$ cat src/rtl/ofd4_sched_pkg.sv
// Shared definitions for the nibble-serial word scheduler.
// State codes, nibble geometry and the round-robin pick function.
package ofd4_sched_pkg;

  localparam logic [1:0] ST_IDLE = 2'd0;
  localparam logic [1:0] ST_SEND = 2'd1;
  localparam logic [1:0] ST_GAP  = 2'd2;

  localparam int NIB_W  = 4;
  localparam int NNIB   = 16 / NIB_W;
  localparam int MAXREQ = 4;

  // First asserted request after ptr, wrapping modulo n.
  function automatic logic [1:0] rr_pick(
    input logic [MAXREQ-1:0] req,
    input logic [1:0]        ptr,
    input int                n
  );
    logic [1:0] pick;
    logic [1:0] idx;
    logic       hit;
    pick = '0;
    hit  = 1'b0;
    for (int s = 1; s <= MAXREQ; s++) begin
      idx = 2'((int'(ptr) + s) % n);
      if (s <= n && !hit && req[idx]) begin
        pick = idx;
        hit  = 1'b1;
      end
    end
    return pick;
  endfunction

endpackage

$ cat src/rtl/ofd4_word_sched_arb.sv
// Round-robin arbiter: combinational pick plus last-grant pointer.
// Pointer resets to NREQ-1 so requester 0 wins the first slot.
module ofd4_rr_arb
  import ofd4_sched_pkg::*;
#(
  parameter int NREQ = 2
) (
  input  logic            i_ck,
  input  logic            i_clr,
  input  logic [NREQ-1:0] i_req,
  input  logic            i_take,
  output logic [1:0]      o_pick,
  output logic            o_any
);

  logic [1:0]        r_ptr;
  logic [MAXREQ-1:0] w_req;

  always_comb begin
    w_req = '0;
    w_req[NREQ-1:0] = i_req;
  end

  assign o_pick = rr_pick(w_req, r_ptr, NREQ);
  assign o_any  = |i_req;

  always_ff @(posedge i_ck or posedge i_clr) begin
    if (i_clr) begin
      r_ptr <= 2'(NREQ - 1);
    end else if (i_take) begin
      r_ptr <= o_pick;
    end
  end

endmodule

$ cat src/rtl/ofd4_word_sched.sv
// Serialises granted requester words MSB-nibble-first onto D3..D0,
// with FRM on the first nibble and a programmable idle gap per word.
module ofd4_word_sched
  import ofd4_sched_pkg::*;
#(
  parameter int          NREQ     = 2,
  parameter int          WORD_W   = 16,
  parameter int          GAP      = 1,
  parameter logic [3:0]  IDLE_NIB = 4'h0
) (
  input  logic                   CK,
  input  logic                   CLR,
  input  logic [NREQ-1:0]        REQ,
  input  logic [NREQ*WORD_W-1:0] WDATA,
  output logic [NREQ-1:0]        ACK,
  output logic                   D0,
  output logic                   D1,
  output logic                   D2,
  output logic                   D3,
  output logic                   FRM,
  output logic                   BUSY,
  output logic                   DONE
);

  localparam int LN = WORD_W / NIB_W;
  localparam int CW = (LN > 1) ? $clog2(LN) : 1;
  localparam logic [CW-1:0] CLAST = CW'(LN - 1);
  localparam logic [3:0]    GLAST = 4'((GAP > 0) ? GAP - 1 : 0);

  logic [1:0]        r_st;
  logic [CW-1:0]     r_cnt;
  logic [3:0]        r_g;
  logic [WORD_W-1:0] r_sh;
  logic [3:0]        r_d;
  logic              r_frm;
  logic              r_busy;
  logic              r_done;
  logic [NREQ-1:0]   r_ack;

  logic [1:0]        w_st_n;
  logic [CW-1:0]     w_cnt_n;
  logic [3:0]        w_g_n;
  logic [WORD_W-1:0] w_sh_n;
  logic [3:0]        w_d_n;
  logic              w_frm_n;
  logic [NREQ-1:0]   w_ack_n;

  logic [1:0]        w_pick;
  logic              w_any;
  logic              w_last_nib;
  logic              w_last_gap;
  logic              w_arb;
  logic              w_take;
  logic [WORD_W-1:0] w_word;

  ofd4_rr_arb #(.NREQ(NREQ)) u_arb (
    .i_ck   (CK),
    .i_clr  (CLR),
    .i_req  (REQ),
    .i_take (w_take),
    .o_pick (w_pick),
    .o_any  (w_any)
  );

  assign w_last_nib = (r_st == ST_SEND) && (r_cnt == CLAST);
  assign w_last_gap = (r_st == ST_GAP) && (r_g == GLAST);
  assign w_arb  = (r_st == ST_IDLE)
                | (w_last_nib && (GAP == 0))
                | w_last_gap;
  assign w_take = w_arb & w_any;
  assign w_word = WDATA[int'(w_pick)*WORD_W +: WORD_W];

  always_comb begin
    w_st_n  = r_st;
    w_cnt_n = r_cnt;
    w_g_n   = r_g;
    w_sh_n  = r_sh;
    w_d_n   = IDLE_NIB;
    w_frm_n = 1'b0;
    w_ack_n = '0;
    unique case (1'b1)
      w_take: begin
        w_st_n  = ST_SEND;
        w_cnt_n = '0;
        w_sh_n  = w_word << NIB_W;
        w_d_n   = w_word[WORD_W-1 -: 4];
        w_frm_n = 1'b1;
        for (int k = 0; k < NREQ; k++) begin
          w_ack_n[k] = (w_pick == 2'(k));
        end
      end
      (!w_take && r_st == ST_SEND && !w_last_nib): begin
        w_cnt_n = r_cnt + 1'b1;
        w_d_n   = r_sh[WORD_W-1 -: 4];
        w_sh_n  = r_sh << NIB_W;
      end
      (!w_take && w_last_nib): begin
        w_st_n = (GAP > 0) ? ST_GAP : ST_IDLE;
        w_g_n  = '0;
      end
      (!w_take && r_st == ST_GAP && !w_last_gap): begin
        w_g_n = r_g + 4'd1;
      end
      default: begin
        w_st_n = ST_IDLE;
      end
    endcase
  end

  always_ff @(posedge CK or posedge CLR) begin
    if (CLR) begin
      r_st   <= ST_IDLE;
      r_cnt  <= '0;
      r_g    <= '0;
      r_sh   <= '0;
      r_d    <= IDLE_NIB;
      r_frm  <= 1'b0;
      r_busy <= 1'b0;
      r_done <= 1'b0;
      r_ack  <= '0;
    end else begin
      r_st   <= w_st_n;
      r_cnt  <= w_cnt_n;
      r_g    <= w_g_n;
      r_sh   <= w_sh_n;
      r_d    <= w_d_n;
      r_frm  <= w_frm_n;
      r_busy <= (w_st_n != ST_IDLE);
      r_done <= w_last_nib;
      r_ack  <= w_ack_n;
    end
  end

  assign {D3, D2, D1, D0} = r_d;
  assign FRM  = r_frm;
  assign BUSY = r_busy;
  assign DONE = r_done;
  assign ACK  = r_ack;

endmodule

$ cat config.mk
export PLATFORM = sky130hd
export DESIGN_NAME = ofd4_word_sched
export DESIGN_NICKNAME = d
export VERILOG_FILES = /design/src/rtl/ofd4_sched_pkg.sv /design/src/rtl/ofd4_word_sched_arb.sv /design/src/rtl/ofd4_word_sched.sv
export SDC_FILE = /design/constraint.sdc
export NUM_CORES = 1
export LEC_CHECK = 0
export ABC_AREA = 1
export CAP_MARGIN = 25
export CORE_MARGIN = 10
export CORE_UTILIZATION = 40
export DETAILED_ROUTE_END_ITERATION = 8
export PLACE_DENSITY = 0.78
export SYNTH_ARGS = -nofsm -noshare
export SYNTH_HDL_FRONTEND = slang
export SYNTH_SLANG_ARGS = --single-unit
$ cat constraint.sdc
create_clock -name CK -period 3.3 [get_ports CK]
set_clock_uncertainty 0.05 [all_clocks]
set_input_delay 0.66 -clock CK [delete_from_list [all_inputs] [get_ports CK]]
set_output_delay 0.66 -clock CK [all_outputs]
set_load 0.05 [all_outputs]
==> impl_metrics.toml <==
[setup_path]
cp-end-kind = "output pin"
cp.arrival_ps = 1410
cp_top_family = "buffers and inverters"
critPathLaunchType = "register"
worst-path-buf-inv = 1
crit_required_ps = 2590
crit_slowest_cell = "clkdlybuf4s50_1"
worstSetupPathType = "register to output pin"
worstPathCellList = "clkdlybuf4s50_1"
cp_slowest_stage_delay_ps = 800
crit_fanout = 1

[clock_tree]
clk_path_buf_depth = 2
htreeDepth = 2
cts_setup_buffers = 0
root_buffer = "clkbuf_8"
path_clk_slew_ps = 60
cts_inserted_buffers = 5
cts_resized = 0
postCtsHoldBufs = 0
cts_tree = "built"
insertion_delay_ps = 290
cts.sink_count = 30

[floorplan]
ioPinCount = 45
fp.coreArea_um2 = 3971
die_w_um = 83.70
die_area_um2 = 7005
rows = 23
die_h_um = 83.70
initial_utilization = 0.4086

[timing]
tightestPinTransition_ps = 509.7
max_freq_mhz = 471.9
tns_ps = 0
finalCriticalPeriod_ps = 2119
hold_viol_final = 0
drv_slew = 0
slew_headroom = 0.6592
setup_viol = 0
fin_crit_sh = 0.6421
rsz0062_at_grt = "no"

[final_layout]
syn_to_final_growth_pct = 33.31
nFillCells = 393
finalNonFillerCells = 310
layout_common_cells = "nand2_1 (93), clkdlybuf4s50_1 (44), nand3_1 (33)"
n_antenna_cell = 0
finish.utilization = 0.5447
drive_gt1_frac = 0.08462
fin_nets = 298
final_common_cell = "nand2_1"

[placed_design]
place_congestion = 0.7688
dp.cells = 302
numPortBuffers = 44
dp_hpwl_um = 2760

[synth]
ys_seq_elements = 30
synth_cell_types = 20
synth_seq_area_share = 0.4634
syn_nets = 252
synth_top_area_cell = "dfrtp_1"
synth_top_area_frac = 0.4472
syn_avg_cell_area_um2 = 7.619
syn_area_um2 = 1623
netlist_instances = 213
ys_warn_count = 0
synth.area.top_cells = "dfrtp_1 (45%), nand2_1 (22%), nand3_1 (10%)"

[route]
drtPass1Iterations = 5
dr_total_vias = 1421
drc = 0
drt_wl_total_um = 3702
via_per_inst = 4.584
wl_per_cell_um = 11.94
ant_nets = 0
drt_iter0_drc = 85

[run_status]
status = "complete, no violations"

[power]
max-vdd-ir-drop_v = 0.0002658
power.leakage_nw = 1.178
power.density_nw_per_um2 = 794.2

[global_route]
grt_pass1_wl_um = 6451
grt_pass1_vias = 1452
grt_usage = 0.1112
grt_start_max_net_pins = 31
grt_overflow = 0
antenna_found_initial = 0

[min_path]
hp-class = "register to register"

[job]
maxCapViolCount = 0
-- stage by stage --
| step | hold slack (ps) | setup WS (ps) | instance area, um^2 | power, mW |
|---|---|---|---|---|
| final | 439.5 | 1181 | 2163 | 1.718 |
| after floorplan | 399.6 | 1849 | 1623 | 1.238 |
| after detailed placement | 425.5 | 1112 | 2072 | 1.422 |
| after CTS | 441.6 | 1164 | 2163 | 1.736 |
| after global routing | 478.5 | 1133 | 2163 | 1.850 |
| after global placement | 418.2 | 1142 | 2072 | 1.403 |
-- kinds of logic (layout without fill, tap and decap cells) --
kind of cell	after synthesis	after routing	share of synthesized area
AO/OA/AOI/OAI	4	4	0.01234
XOR/XNOR	2	2	0.01080
flip-flops	30	30	0.4634
AND/OR/NAND/NOR	140	140	0.3847
adder cells (fa/ha/maj)	3	3	0.02313
buffers and inverters	34	81	0.1056
-- synth_stat cells, drive strengths merged --
library cell  number
nand2             97
nand3             34
dfrtp             29
inv               28
buf                6
nor2               6
o21ai              4
ha                 3
xor2               2
dfstp              1
nand3b             1
nand4              1
or2                1
-- state kept, by name (all words and copies together), names as in the netlist --
| register | flops |
|---|---|
| r_st | 2 |
| r_d | 4 |
| r_g | 4 |
| r_cnt | 2 |
| ACK | 2 |
| DONE | 1 |
| BUSY | 1 |
| FRM | 1 |
| u_arb.r_ptr | 1 |
| r_sh | 12 |
-- area by class of cell --
type | instances | area [um^2] | area share
clock inverters | 1 | 5.005 | 0.002313
inverters | 28 | 110.1 | 0.05090
multi-input cells | 149 | 699.4 | 0.3233
well taps | 50 | 62.56 | 0.02892
clock buffers | 7 | 86.33 | 0.03991
repair buffers | 45 | 447.9 | 0.2071
flip-flops and latches | 30 | 752.0 | 0.3476
-- per-layer routing --
metal / track usage / up-vias / wire length, um
met2: 0.1638 / 45 / 1607
met4: 0.05479 / 0 / 78
met3: 0.03906 / 7 / 212
met1: 0.1395 / 626 / 1804
li1: - / 743 / -
met5: 0 / - / 0
-- where the power goes --
group	total (mW)	switching [mW]	internal (mW)
Sequential	0.587	0.0742	0.513
Combinational	0.825	0.542	0.283
Clock	0.306	0.138	0.168
-- final timing paths --
kind                       startpoint        endpoint  slack [ps]  cells past startpoint
max                            ACK[0]          ACK[0]        1180                      1
min                          r_sh[12]          r_d[0]         440                      2
max reg2reg                  r_cnt[0]         r_sh[9]        1720                      7
min reg2reg                  r_sh[12]          r_d[0]         440                      2
max in group asynchronous         CLR  u_arb.r_ptr[0]        2190                      3
min in group asynchronous         CLR            DONE         700                      3
No activity file was read; power rests on OpenSTA's default activity.
